--- src/rtl/sum_pipe.sv ---
// sum_pipe: pipelined two-operand adder with valid/ready handshaking.
// Arithmetic is done in stage 0; the other stages only carry the result
// forward. Each stage is ready when it is empty or when everything below it
// can move, so a full pipe keeps streaming at one result per cycle as long
// as the consumer takes results.
//
// MODE 0 : unsigned wrap,     ovf = carry out
// MODE 1 : unsigned saturate, ovf = carry out, result clamps to all ones
// MODE 2 : signed saturate,   ovf = two's complement overflow, clamps to
//          the most positive / most negative value
module sum_pipe #(
  parameter int WIDTH  = 8,
  parameter int STAGES = 2,
  parameter int MODE   = 0,
  parameter int CNT_W  = 16
) (
  input  logic             clk,
  input  logic             areset,
  input  logic             in_valid,
  output logic             in_ready,
  input  logic [WIDTH-1:0] a,
  input  logic [WIDTH-1:0] b,
  output logic             out_valid,
  input  logic             out_ready,
  output logic [WIDTH-1:0] c,
  output logic             ovf,
  output logic [CNT_W-1:0] ovf_cnt
);

  localparam logic [WIDTH-1:0] ALL_ONES = {WIDTH{1'b1}};
  localparam logic [WIDTH-1:0] SMAX     = {1'b0, {(WIDTH-1){1'b1}}};
  localparam logic [WIDTH-1:0] SMIN     = {1'b1, {(WIDTH-1){1'b0}}};
  localparam logic [CNT_W-1:0] CNT_MAX  = {CNT_W{1'b1}};

  // Per-stage state: valid bit, result and overflow flag.
  logic [STAGES-1:0] stg_v;
  logic [WIDTH-1:0]  stg_c [STAGES];
  logic [STAGES-1:0] stg_o;
  logic [STAGES-1:0] stg_rdy;

  logic [WIDTH:0]    sum;
  logic [WIDTH-1:0]  calc_c;
  logic              calc_ovf;
  logic              rdy_acc;
  logic              out_fire;

  // Stage-0 arithmetic on a WIDTH+1 bit sum; the carry never reaches c.
  always_comb begin
    sum      = {1'b0, a} + {1'b0, b};
    calc_c   = sum[WIDTH-1:0];
    calc_ovf = 1'b0;
    case (MODE)
      1: begin
        calc_ovf = sum[WIDTH];
        if (calc_ovf) calc_c = ALL_ONES;
      end
      2: begin
        // Overflow only when both operands share a sign the result lacks.
        calc_ovf = (a[WIDTH-1] == b[WIDTH-1]) && (sum[WIDTH-1] != a[WIDTH-1]);
        if (calc_ovf) calc_c = a[WIDTH-1] ? SMIN : SMAX;
      end
      default: begin
        calc_ovf = sum[WIDTH];
      end
    endcase
  end

  // Ready chain: a stage can load when any stage at or below it is empty or
  // the consumer is taking the output. Built bottom-up with an accumulator so
  // no bit of stg_rdy depends on another bit of itself.
  always_comb begin
    stg_rdy = '0;
    rdy_acc = out_ready;
    for (int i = STAGES - 1; i >= 0; i--) begin
      rdy_acc    = rdy_acc | ~stg_v[i];
      stg_rdy[i] = rdy_acc;
    end
  end

  assign in_ready  = stg_rdy[0] & ~areset;
  assign out_valid = stg_v[STAGES-1];
  assign c         = stg_c[STAGES-1];
  assign ovf       = stg_o[STAGES-1];
  assign out_fire  = out_valid & out_ready;

  // Pipeline advance: each ready stage takes the contents of the one above;
  // stalled stages hold. Payload only loads with a valid entry.
  always_ff @(posedge clk or posedge areset) begin
    if (areset) begin
      stg_v <= '0;
      stg_o <= '0;
      for (int i = 0; i < STAGES; i++) begin
        stg_c[i] <= '0;
      end
    end else begin
      if (stg_rdy[0]) begin
        stg_v[0] <= in_valid;
        if (in_valid) begin
          stg_c[0] <= calc_c;
          stg_o[0] <= calc_ovf;
        end
      end
      for (int i = 1; i < STAGES; i++) begin
        if (stg_rdy[i]) begin
          stg_v[i] <= stg_v[i-1];
          if (stg_v[i-1]) begin
            stg_c[i] <= stg_c[i-1];
            stg_o[i] <= stg_o[i-1];
          end
        end
      end
    end
  end

  // Count delivered overflowed results; sticks at all ones.
  always_ff @(posedge clk or posedge areset) begin
    if (areset) begin
      ovf_cnt <= '0;
    end else if (out_fire && ovf && (ovf_cnt != CNT_MAX)) begin
      ovf_cnt <= ovf_cnt + CNT_W'(1);
    end
  end

endmodule

--- config.mk ---
export PLATFORM = sky130hd
export DESIGN_NAME = sum_pipe
export DESIGN_NICKNAME = d
export VERILOG_FILES = /design/src/rtl/sum_pipe.sv
export SDC_FILE = /design/constraint.sdc
export NUM_CORES = 1
export LEC_CHECK = 0
export ABC_AREA = 0
export CAP_MARGIN = 0
export CORE_ASPECT_RATIO = 1.4
export CORE_MARGIN = 4
export CORE_UTILIZATION = 45
export DETAILED_ROUTE_END_ITERATION = 6
export PLACE_DENSITY = 0.81
export SETUP_SLACK_MARGIN = 0.4
export SYNTH_ARGS = -nofsm -noshare
export SYNTH_HDL_FRONTEND = slang
export SYNTH_SLANG_ARGS = --single-unit
--- constraint.sdc ---
create_clock -name clk -period 4.95 [get_ports clk]
set_input_delay 0.99 -clock clk [delete_from_list [all_inputs] [get_ports clk]]
set_output_delay 0.99 -clock clk [all_outputs]
set_load 0.02 [all_outputs]
Word-level counts from Yosys, hierarchy flattened
Cells that the tools add are included.

Bitwise logic cells: 7. Add/subtract/negate cells: 2. Equality and inequality tests: 1. Reductions and logical operators: 4.

Operators by type and width (count): adder 16 x 1 -> 16 bit (second input constant) (1); != test 16 bit (second input constant) (1); adder 8 x 8 -> 9 bit (1); AND reduction 2 bit (2); NOT 1 bit (3); AND 1 bit (2); logical AND 1 bit (2); OR 1 bit (2).

Bits of input ports: 20. Output and inout bits: 27. Register bits after elaboration: 36. Logic and storage cells: 21.

Longest topological paths before layout
Depth in word-level cells: 4. Mapped depth: 7. Mapped depth without buffers: 6.

Worst setup path after synthesis
OpenSTA, ideal clock, no wires.

Path type: input -> output. Start: input areset. End: output in_ready. Slack: 1.852 ns. Arrival: 2.108 ns. Required time: 3.960 ns. Cell stages on the path: 2. Cell sequence: inv_1 -> and2_1.

Cells in the longest elaborated chain, start to end: 2.

RTL lines: start: declaration (line 18) `input logic areset,`; NOT 1 bit (line 80) `assign in_ready = stg_rdy[0] & ~areset;`; AND 1 bit (line 80); end: declaration (line 20) `output logic in_ready,`.

No other way between the ends.

Final worst setup path
Start: input out_ready. End: output in_ready.

Cells in the longest elaborated chain, start to end: 3.

RTL lines: start: declaration (line 24) `input logic out_ready,`; OR 1 bit (2 in a row) (line 75) `rdy_acc = rdy_acc | ~stg_v[i];`; AND 1 bit (line 80).

No other way between the ends.

==> flow_summary_export.csv <==
group,metric,value,unit
grt,grt_max_degree,37,
yosys,ys_top_cells_by_area,"dfrtp_1 (45%), ha_1 (5.6%), nand2_1 (4.5%)",
sta,fin_crit,3.56,ns
finish,diodes,0,
setup_path,reg2reg_depth,5,
route,drt_first_pass_iters,4,
setup_path,cp_slowest_stage_delay,0.59,ns
flow_run,max_cap_viol_count,0,
setup_path,crit_arrival,2.57,ns
route,wl_per_cell,13.3,um
floorplanning,placementRows,28,
worst_hold_path,min_path_type,"register to register",
place,hpwlAfterDp,3.09,mm
clock_network,holdBufCountCts,0,
floorplanning,die_w,64.3,um
setup_path,critPathMaxFanout,8,
clock_network,cts_setup_buffers,0,
sta,rsz0062_at_grt,"false",
yosys,synth_top_area_cell,"dfrtp_1",
setup_path,end_kind,"primary output",
grt,grtUsageTotal,15.3,%
sta,hold_viol,0,
sta,timing.fmax,0.281,GHz
status,status,"finished, final reports clean",
yosys,syn_nets,221,
grt,grt_overflow,0,
pwr,power.leakage,1.06,nW
sta,period_share,72.0,%
setup_path,crit_required,3.96,ns
clock_network,clock-sinks,36,
place,place_ws,1.38,ns
clock_network,clkTransAtPathRegs,0.06,ns
pwr,vdd_ir_drop_max,160,uV
setup_path,crit_end,"in_ready",
route,via_count,1552,
finish,final_area,0.00254,mm2
setup_path,start_kind,"primary input",
setup_path,worst_r2r_endpoint,"ovf_cnt[1]$_DFFE_PP0P_",
yosys,async_flop_share,100,%
clock_network,clkLatencyLatePin,0.29,ns
clock_network,cts_resized,0,
sta,drv_slew,0,
clock_network,root_buffer,"clkbuf_8",
yosys,yosysMostFrequentCell,"dfrtp_1",
place,place_congestion,0.897,
grt,grt_pass1_vias,1504,
floorplanning,ios,47,
yosys,synth_edf_count,0,
place,post_dp_cell_area,0.00245,mm2
floorplanning,dieArea,0.00558,mm2
route,via_per_inst,5.28,
yosys,postSynthCellCount,191,
sta,relSlewSlack,70.9,%
yosys,ys_warn_count,0,
setup_path,crit_slowest_cell,"clkdlybuf4s50_1",
floorplanning,start_util,46.7,%
worst_hold_path,hold_path_depth,2,
setup_path,timing.rr.start,"ovf_cnt[0]$_DFFE_PP0P_",
sta,fin_skew,0.00812,ns
clock_network,cts_buffers,5,
finish,n_fill_cell,395,
grt,antenna_found_initial,0,
finish,fin_nets,263,
yosys,ys_seq_area_share,45.1,%
sta,setup_ws,1.39,ns
floorplanning,die_h,86.8,um
yosys,synth-main-ff-cell,"dfrtp_1",
finish,syn_to_final_growth,27.5,%
route,ant_nets,0,
clock_network,htree_levels,2,
sta,tightest_slew,0.432,ns
sta,setup_viol,0,
finish,layout-drive-gt1-share,6.84,%
route,drc,0,
place,portBuffers,46,
setup_path,path_common_cell,"clkdlybuf4s50_1",
clock_network,cts_tree,"built",
route,first_iter_violations,46,
setup_path,crit_chain,"clkdlybuf4s50_1 -> nand3b_1 -> and2_1 -> clkdlybuf4s50_1",
yosys,synth_seq_cells,36,
yosys,syn_area_per_cell,10.4,um2
setup_path,critPathKind,"primary input to primary output",
setup_path,r2r_slack,2.98,ns
yosys,netlist_area,0.00200,mm2
yosys,synthDistinctLibCells,48,
grt,grt_pass1_wl,6.57,mm
route,routed_wl,3.90,mm
sta,tns,0,ns
yosys,synth_commonest_cells,"dfrtp_1 (36), nand2_1 (24), nand4_1 (11), xnor2_1 (10), ha_1 (9)",
floorplanning,core,0.00427,mm2
clock_network,clk_path_buf_depth,2,
setup_path,startpoint,"out_ready",
yosys,synth_top_area_share,45.1,%
pwr,power.density,364,mW/mm2
## kinds of logic (layout without fill, tap and decap cells)
kind of cell | count (synthesis) | count (layout) | synth area share, %
AO/OA/AOI/OAI | 31 | 31 | 10.9
XOR/XNOR | 13 | 13 | 5.71
adder cells (fa/ha/maj) | 10 | 10 | 6.65
buffers and inverters | 18 | 61 | 5.33
flip-flops | 36 | 36 | 45.1
multiplexers | 11 | 11 | 6.21
AND/OR/NAND/NOR | 72 | 72 | 20.1
## worst min-delay path by stage
stage | start | end | slack [ns]
after floorplan | stg_c[8]$_DFFE_PP0P_ | stg_c[8]$_DFFE_PP0P_ | 0.44
after global placement | stg_c[12]$_DFFE_PP0P_ | stg_c[12]$_DFFE_PP0P_ | 0.45
after detailed placement | stg_c[9]$_DFFE_PP0P_ | stg_c[9]$_DFFE_PP0P_ | 0.46
after CTS | stg_c[9]$_DFFE_PP0P_ | stg_c[9]$_DFFE_PP0P_ | 0.47
after global routing | stg_c[13]$_DFFE_PP0P_ | c[5]$_DFFE_PP0P_ | 0.50
final | stg_c[9]$_DFFE_PP0P_ | stg_c[9]$_DFFE_PP0P_ | 0.47
## power breakdown
group / switching (mW) / total (mW) / internal (mW)
logic: 0.152 / 0.305 / 0.153
clock network: 0.0994 / 0.213 / 0.113
registers: 0.0564 / 0.410 / 0.353
## metal layers
layer | global-route usage (%) | vias to the layer above | wire length (um)
met1 | 15.9 | 729 | 1580
met4 | 7.31 | 0 | 81
met5 | 0 | - | 0
met2 | 28.2 | 43 | 2050
li1 | - | 770 | -
met3 | 4.15 | 10 | 186
## per-stage QoR
stage | hold slack [ns] | std cells | util, % | total power [mW]
after global routing | 0.503 | 294 | 59.5 | 0.981
after detailed placement | 0.459 | 286 | 57.4 | 0.724
after floorplan | 0.439 | 191 | - | 0.616
after CTS | 0.475 | 294 | 59.5 | 0.938
after global placement | 0.454 | 286 | 57.4 | 0.718
final | 0.468 | 294 | 59.5 | 0.927
## area by class of cell
type,instances,area [um2],share of cell area (%)
multi-input cells,137,988,38.8
flip-flops and latches,36,901,35.4
repair buffers,47,468,18.4
clock buffers,8,90.1,3.54
well taps,60,75.1,2.95
inverters,6,22.5,0.885
## critical path: cells and delay by family
kind | cells | cell delay [ns]
simple gates | 2 | 0.43
buf+inv | 2 | 1.15
## flip-flops by register name, summed over array words and instances (netlist names)
register  count
ovf_cnt      16
c             8
stg_c         8
stg_o         2
stg_v         2
## cells in the final DEF (no fill, tap or decap), types with 2 or more instances in the layout
master	count
mux2_2	4
a211oi_1	2
nor2_1	6
clkbuf_8	6
dfrtp_1	36
and2_1	2
a31oi_1	2
clkbuf_1	2
or2_1	2
nand2_1	24
xor2_1	3
nand4_1	11
and3_1	2
nor3_1	4
o31ai_1	2
ha_1	9
xnor2_1	10
a2111o_1	2
nand3_1	6
clkdlybuf4s50_1	46
o21ai_0	7
nand2b_1	4
o211ai_1	3
inv_1	6
mux2_1	7
a21oi_1	4
Power figures use the tool's default switching activity.
